**src/rtl/mac_start_mult.sv**
```systemverilog
// Walks the i/j/k index space of C = A x B, issuing one A/B read pair per cycle, and emits
// a registered product with pipeline-aligned indices for a downstream accumulator.
module mac_start_mult #(
    parameter int unsigned M                      = 4,
    parameter int unsigned K                      = 4,
    parameter int unsigned N                      = 4,
    parameter int unsigned DATA_WIDTH_INIT_MATRIX = 32
) (
    input  logic                                clk,
    input  logic                                reset,
    input  logic                                start,
    input  logic [DATA_WIDTH_INIT_MATRIX-1:0]   data_in_a,
    input  logic [DATA_WIDTH_INIT_MATRIX-1:0]   data_in_b,
    output logic [$clog2(M)-1:0]                row_addr_a,
    output logic [$clog2(K)-1:0]                col_addr_a,
    output logic [$clog2(K)-1:0]                row_addr_b,
    output logic [$clog2(N)-1:0]                col_addr_b,
    output logic                                matrix_a_re,
    output logic                                matrix_b_re,
    output logic [2*DATA_WIDTH_INIT_MATRIX-1:0] product_reg,
    output logic [$clog2(M)-1:0]                matrix_a_row_addr_counter_reg,
    output logic [$clog2(K)-1:0]                matrix_a_col_addr_counter_reg,
    output logic [$clog2(K)-1:0]                matrix_b_row_addr_counter_reg,
    output logic [$clog2(N)-1:0]                matrix_b_col_addr_counter_reg,
    output logic                                mult_done_reg,
    output logic                                busy,
    output logic                                done
);

    localparam int unsigned MW = $clog2(M);
    localparam int unsigned KW = $clog2(K);
    localparam int unsigned NW = $clog2(N);
    localparam int unsigned PW = 2 * DATA_WIDTH_INIT_MATRIX;

    if (M < 2 || (M & (M - 1)) != 0 || K < 2 || (K & (K - 1)) != 0 ||
        N < 2 || (N & (N - 1)) != 0) begin : g_param_check
        $error("M, K and N must be powers of two >= 2");
    end

    typedef enum logic [1:0] {StIdle, StRun, StDrain, StDone} state_t;

    state_t          r_state;
    state_t          w_state_next;
    logic [MW-1:0]   r_i;
    logic [NW-1:0]   r_j;
    logic [KW-1:0]   r_k;
    logic            w_run;
    logic            w_last;
    logic            w_k_wrap;
    logic            w_j_wrap;

    // Stage 1: indices of the read pair whose data arrives this cycle
    logic            r_v1;
    logic [MW-1:0]   r_ai1;
    logic [KW-1:0]   r_ak1;
    logic [KW-1:0]   r_bk1;
    logic [NW-1:0]   r_bj1;

    logic [PW-1:0]   r_product;
    logic [MW-1:0]   r_ai2;
    logic [KW-1:0]   r_ak2;
    logic [KW-1:0]   r_bk2;
    logic [NW-1:0]   r_bj2;
    logic            r_mult_done;

    assign w_run    = (r_state == StRun);
    assign w_k_wrap = (r_k == KW'(K - 1));
    assign w_j_wrap = (r_j == NW'(N - 1));
    assign w_last   = w_k_wrap && w_j_wrap && (r_i == MW'(M - 1));

    always_comb begin
        w_state_next = r_state;
        unique case (r_state)
            StIdle:  if (start) w_state_next = StRun;
            StRun:   if (w_last) w_state_next = StDrain;
            // Last product is on the outputs and nothing is left in stage 1
            StDrain: if (r_mult_done && !r_v1) w_state_next = StDone;
            StDone:  w_state_next = StIdle;
            default: w_state_next = StIdle;
        endcase
    end

    always_ff @(posedge clk or posedge reset) begin
        if (reset) begin
            r_state <= StIdle;
        end else begin
            r_state <= w_state_next;
        end
    end

    // Counters wrap to zero after the final pair, so each pass starts at (0,0,0)
    always_ff @(posedge clk or posedge reset) begin
        if (reset) begin
            r_i <= '0;
            r_j <= '0;
            r_k <= '0;
        end else if (w_run) begin
            r_k <= w_k_wrap ? '0 : r_k + 1'b1;
            if (w_k_wrap) begin
                r_j <= w_j_wrap ? '0 : r_j + 1'b1;
                if (w_j_wrap) begin
                    r_i <= (r_i == MW'(M - 1)) ? '0 : r_i + 1'b1;
                end
            end
        end
    end

    always_ff @(posedge clk or posedge reset) begin
        if (reset) begin
            r_v1        <= 1'b0;
            r_ai1       <= '0;
            r_ak1       <= '0;
            r_bk1       <= '0;
            r_bj1       <= '0;
            r_product   <= '0;
            r_ai2       <= '0;
            r_ak2       <= '0;
            r_bk2       <= '0;
            r_bj2       <= '0;
            r_mult_done <= 1'b0;
        end else begin
            r_v1        <= w_run;
            r_mult_done <= r_v1;
            if (w_run) begin
                r_ai1 <= r_i;
                r_ak1 <= r_k;
                r_bk1 <= r_k;
                r_bj1 <= r_j;
            end
            if (r_v1) begin
                r_product <= PW'(data_in_a) * PW'(data_in_b);
                r_ai2     <= r_ai1;
                r_ak2     <= r_ak1;
                r_bk2     <= r_bk1;
                r_bj2     <= r_bj1;
            end
        end
    end

    assign row_addr_a                    = r_i;
    assign col_addr_a                    = r_k;
    assign row_addr_b                    = r_k;
    assign col_addr_b                    = r_j;
    assign matrix_a_re                   = w_run;
    assign matrix_b_re                   = w_run;
    assign product_reg                   = r_product;
    assign matrix_a_row_addr_counter_reg = r_ai2;
    assign matrix_a_col_addr_counter_reg = r_ak2;
    assign matrix_b_row_addr_counter_reg = r_bk2;
    assign matrix_b_col_addr_counter_reg = r_bj2;
    assign mult_done_reg                 = r_mult_done;
    assign busy                          = (r_state != StIdle);
    assign done                          = (r_state == StDone);

endmodule

```
**config.mk**
```make
export PLATFORM = sky130hd
export DESIGN_NAME = mac_start_mult
export DESIGN_NICKNAME = d
export VERILOG_FILES = /design/src/rtl/mac_start_mult.sv
export SDC_FILE = /design/constraint.sdc
export NUM_CORES = 2
export LEC_CHECK = 0
export CORE_MARGIN = 3
export CORE_UTILIZATION = 45
export DETAILED_ROUTE_END_ITERATION = 8
export PLACE_DENSITY_LB_ADDON = 0.25
export SYNTH_ARGS = -nofsm -noshare
export SYNTH_HDL_FRONTEND = slang
export SYNTH_SLANG_ARGS = --single-unit
```
**constraint.sdc**
```tcl
create_clock -name clk -period 5.4 [get_ports clk]
set_input_delay 0.81 -clock clk [delete_from_list [all_inputs] [get_ports clk]]
set_output_delay 0.81 -clock clk [all_outputs]
set_load 0.03 [all_outputs]
```
Yosys cells after proc, flatten, opt, wreduce, memory -nomap -nowiden
Index checks and enable logic that the tools add are counted.
- register bits: 86
- input port bits: 67
- output and inout bits: 85
- logic and storage cells: 42
- add/subtract/negate cells: 3
- muxes and demuxes: 7
- equal/unequal tests: 9
- reduce and logical (&&, ||, !) cells: 9
- multiply operators: 1
- operators by type and width (operator ; count):
    $mul 32x32->64 ; 1
    $mux 2 ; 6
    $eq 2x2->1 const B ; 5
    $pmux 2 s4 ; 1
    $add 2x1->2 const B ; 3
    $reduce_and 3->1 ; 2
    $ne 2x2->1 const B ; 2
    $logic_and 1x1->1 ; 3
    $eq 2x1->1 const B ; 1
    $logic_not 2->1 ; 1
    $ne 2x1->1 const B ; 1
    $reduce_and 2->1 ; 1
    $reduce_bool 2->1 ; 1
    $logic_not 1->1 ; 1

Longest topological paths before layout
- depth in word-level cells: 5
- depth in mapped cells: 27
- depth with buffers taken out: 25

Least setup slack after synthesis
Ideal clock, no wire load.
- path type: input to register
- start: input data_in_a[29]
- end: register r_product[61] (netlist: product_reg[61])
- path buffers: 1
- path slack: -2121 ps
- cell stages on the path: 23
- setup time: 125 ps
- arrival time: 7397 ps
- required time: 5275 ps
- cell sequence: clkbuf_1 nand2_1 fa_1 inv_1 fa_1 inv_1 fa_1 fa_1 inv_1 fa_1 fa_1 fa_1 fa_1 ha_1 and3_1 and2_0 a221o_1 and2_0 a31o_2 a211oi_1 a21oi_1 xor2_1 mux2_2
- cells in the longest elaborated chain, start to end: 1
- ends and longest elaborated chain (what ; RTL line ; text):
    from (decl) ; 12 ; input logic [DATA_WIDTH_INIT_MATRIX-1:0] data_in_a,
    $mul 32x32->64 ; 131 ; r_product <= PW'(data_in_a) * PW'(data_in_b);
    to (signal assigned) ; 131 ;
    to (decl) ; 59 ; logic [PW-1:0] r_product;
Every way passes these cells.
A chain may end at the register's enable or synchronous reset.

Worst setup path after layout
- start: input data_in_b[10]
- end: register r_product[61] (netlist: product_reg[61])
- cells in the longest elaborated chain, start to end: 1
- ends and longest elaborated chain (what ; RTL line ; text):
    from (decl) ; 13 ; input logic [DATA_WIDTH_INIT_MATRIX-1:0] data_in_b,
    $mul 32x32->64 ; 131 ;
Every way passes these cells.

==> metrics <==
area of the core=80800 µm²; met2 usage=44.4%; CP Class=in -> reg; Clock Latency Late Sink=0.35 ns; cell row count=104; DP HPWL=87.0 mm; area share of the largest cell type after synthesis=48.7%; max FFs per register=64; Syn Std Cell Area=36800 µm²; die width=292 µm; first-pass GRT wire length=184 mm; Clk pin slew, worst setup/hold paths=0.07 ns; Final Hold Violating Endpoints=0; Reg-to-Reg End=product_reg[62]; final wirelength=116 mm; H-tree depth=3; Routed wire per std cell=20.7 µm; Slew @ Worst Pin=1.03 ns; top post-synthesis cells by area=fa_1 49%, and2_1 10%, ha_1 9.2%; hold buffer count at cts=0; number of library cell types mapped by synthesis=74; Setup crit end kind=flop; failing checks=negative setup slack; final period utilization=139%; share of layout cells above drive strength 1=29.0%; CP Cell Sequence=buf_2 -> bufbuf_16 -> nand2_1 -> fa_1 -> fa_1 -> fa_2 -> fa_1 -> inv_1 -> fa_1 -> fa_2 -> fa_2 -> fa_1 -> ha_4 -> and3_4 -> and2_4 -> a221o_1 -> and2_4 -> a31o_4 -> a211oi_4 -> buf_6 -> a21oi_2 -> xor2_1 -> mux2_4; Clock Skews=0.00591 ns; DR pass1 iterations=5; final setup vio count=56; number of port buffers=151; Yosys warning count=0; remaining antenna violation count=0; Worst path max stage delay=0.63 ns; Cells after Synth=3941; EDFF count, synth=0; Layout area overhead=32.5%; fin area=48800 µm²; WHS=0.501 ns; CTS Root Cell=clkbuf_16; Antenna Cells=0; worst reg-to-reg setup slack=3.35 ns; GRT overflow=0; gpl congestion=0.908; vias in the first global route=31600; Crit path max-delay family=adder cells; crit path launch type=input port; Mapped Nets=5175; Clock Sinks=86; reg2reg path depth=4; Req. time, crit path=5.64 ns; hold crit path type=reg -> reg; most frequent cells in the layout=795 x inv_1, 783 x fa_1, 498 x and2_1, 470 x nand2_1, 453 x buf_4; async set-reset flop share out of synthesis=100%; Levels on crit path=23; die area=85300 µm²; Synth Register Bits=86; Syn Area/Cell=9.34 µm²; main flop type after synthesis=dfrtp_1; Ports=152; critical path capture point=product_reg[61]; slew margin rel.=31.0%; final core area utilization=60.4%; Final Net Count=5782; Fmax achieved=133 MHz; Final Max Slew Viols=0; clk buf depth=2; Slowest-stage cell, CP=fa_2; worst setup margin=-2.12 ns; Buf+Inv Stages, Crit Path=4; leading area contributor after synthesis=fa_1; worst r2r src=r_v1; MaxCap Viol Count=0; initial core utilization=45.6%; CTS tree=built; Vias=29000; post-placement cell area=43800 µm²; vias per inst=5.16; WP data arrival=7.76 ns; most used routing layer=met2; RSZ-0062 raised after global routing=true; status=complete, but fails checks; DRC=0; register area share after synthesis=5.84%; Place WS=-2.96 ns; M3 GR Usage=6.72%; Tmin final=7.52 ns; met1 Use GR=38.6%; Max FO, Critical Path=6; Setup crit start=data_in_b[10]; commonest non-fill, non-tap cell in the layout=inv_1; DR iter-0 viols=1666; initial antenna violation count=1; largest net degree at the start of global routing=69; CTS buffer count=9; Total Routing Usage GR=28.0%; CP dominant cell by count=fa_1; Die Span Y=292 µm
==> cells in the mapped netlist, types with 8 or more instances <==
cell type	number
xnor2_1	31
xor2_1	21
dfrtp_1	86
o21ai_0	36
and3_1	8
mux2_2	63
nor3_1	19
o21bai_1	12
nor2_1	35
and2_1	605
fa_1	896
a21oi_1	78
nand2_1	496
buf_4	12
nor2b_1	8
clkbuf_1	214
inv_1	867
ha_1	271
a21o_1	37
nand4_1	24
nand3_1	12
==> layout make-up <==
| type | count | area (µm²) |
|---|---|---|
| clock buffers | 9 | 225 |
| well taps | 1060 | 1330 |
| flip-flops and latches | 86 | 2150 |
| inverters | 868 | 3260 |
| repair buffers | 829 | 9060 |
| multi-input cells | 2754 | 32700 |
| fillers | 6611 | 32000 |
| clock inverters | 7 | 63.8 |
==> stage by stage <==
| stage | TNS (ns) | cells |
|---|---|---|
| global route | -102.63 | 5613 |
| finish | -94.21 | 5613 |
| CTS | -92.23 | 5589 |
| global placement | -137.37 | 5393 |
| detailed placement | -137.00 | 5393 |
| floorplan | -73.03 | 3941 |
==> logic make-up after synthesis <==
kind of cell	synth area share, %
buffers and inverters	11.4
adders and majority gates	57.9
DFF	5.84
and+or+nand+nor	17.2
AOI/OAI and AO/OA	4.51
muxes	1.98
xor gates and xnor gates	1.24
==> metal layers <==
layer	wire (µm)	vias up
li1	-	12800
met1	48900	15000
met2	53000	1028
met3	10300	164
met4	4140	0
met5	0	-
==> worst min path at each step <==
stage | start | endpoint | slack, ns | cells past startpoint
3_5_place_dp | product_reg[42] | product_reg[42] | 0.48 | 1
3_3_place_gp | product_reg[42] | product_reg[42] | 0.46 | 1
4_1_cts | product_reg[42] | product_reg[42] | 0.51 | 1
6_report | product_reg[13] | product_reg[13] | 0.50 | 2
2_1_floorplan | r_v1 | mult_done_reg | 0.44 | 0
5_1_grt | product_reg[42] | product_reg[42] | 0.52 | 1
==> timing repair <==
action | in CTS | in global routing
resized for setup | 699 | 214
gates cloned | 45 | 0
pin swaps | 263 | 156
endpoints found under the setup margin | 56 | 56
buffers inserted | 135 | 32
==> worst min-delay path: cells and delay by family, from the launching register on <==
family | cells | cell delay, ns
AO/OA/AOI/OAI | 1 | 0.07
flip-flops | 1 | 0.34
AND/OR/NAND/NOR | 1 | 0.05
Power is not shown: default switching activity piles up to over one toggle a cycle in this logic, so the estimate is an artifact.
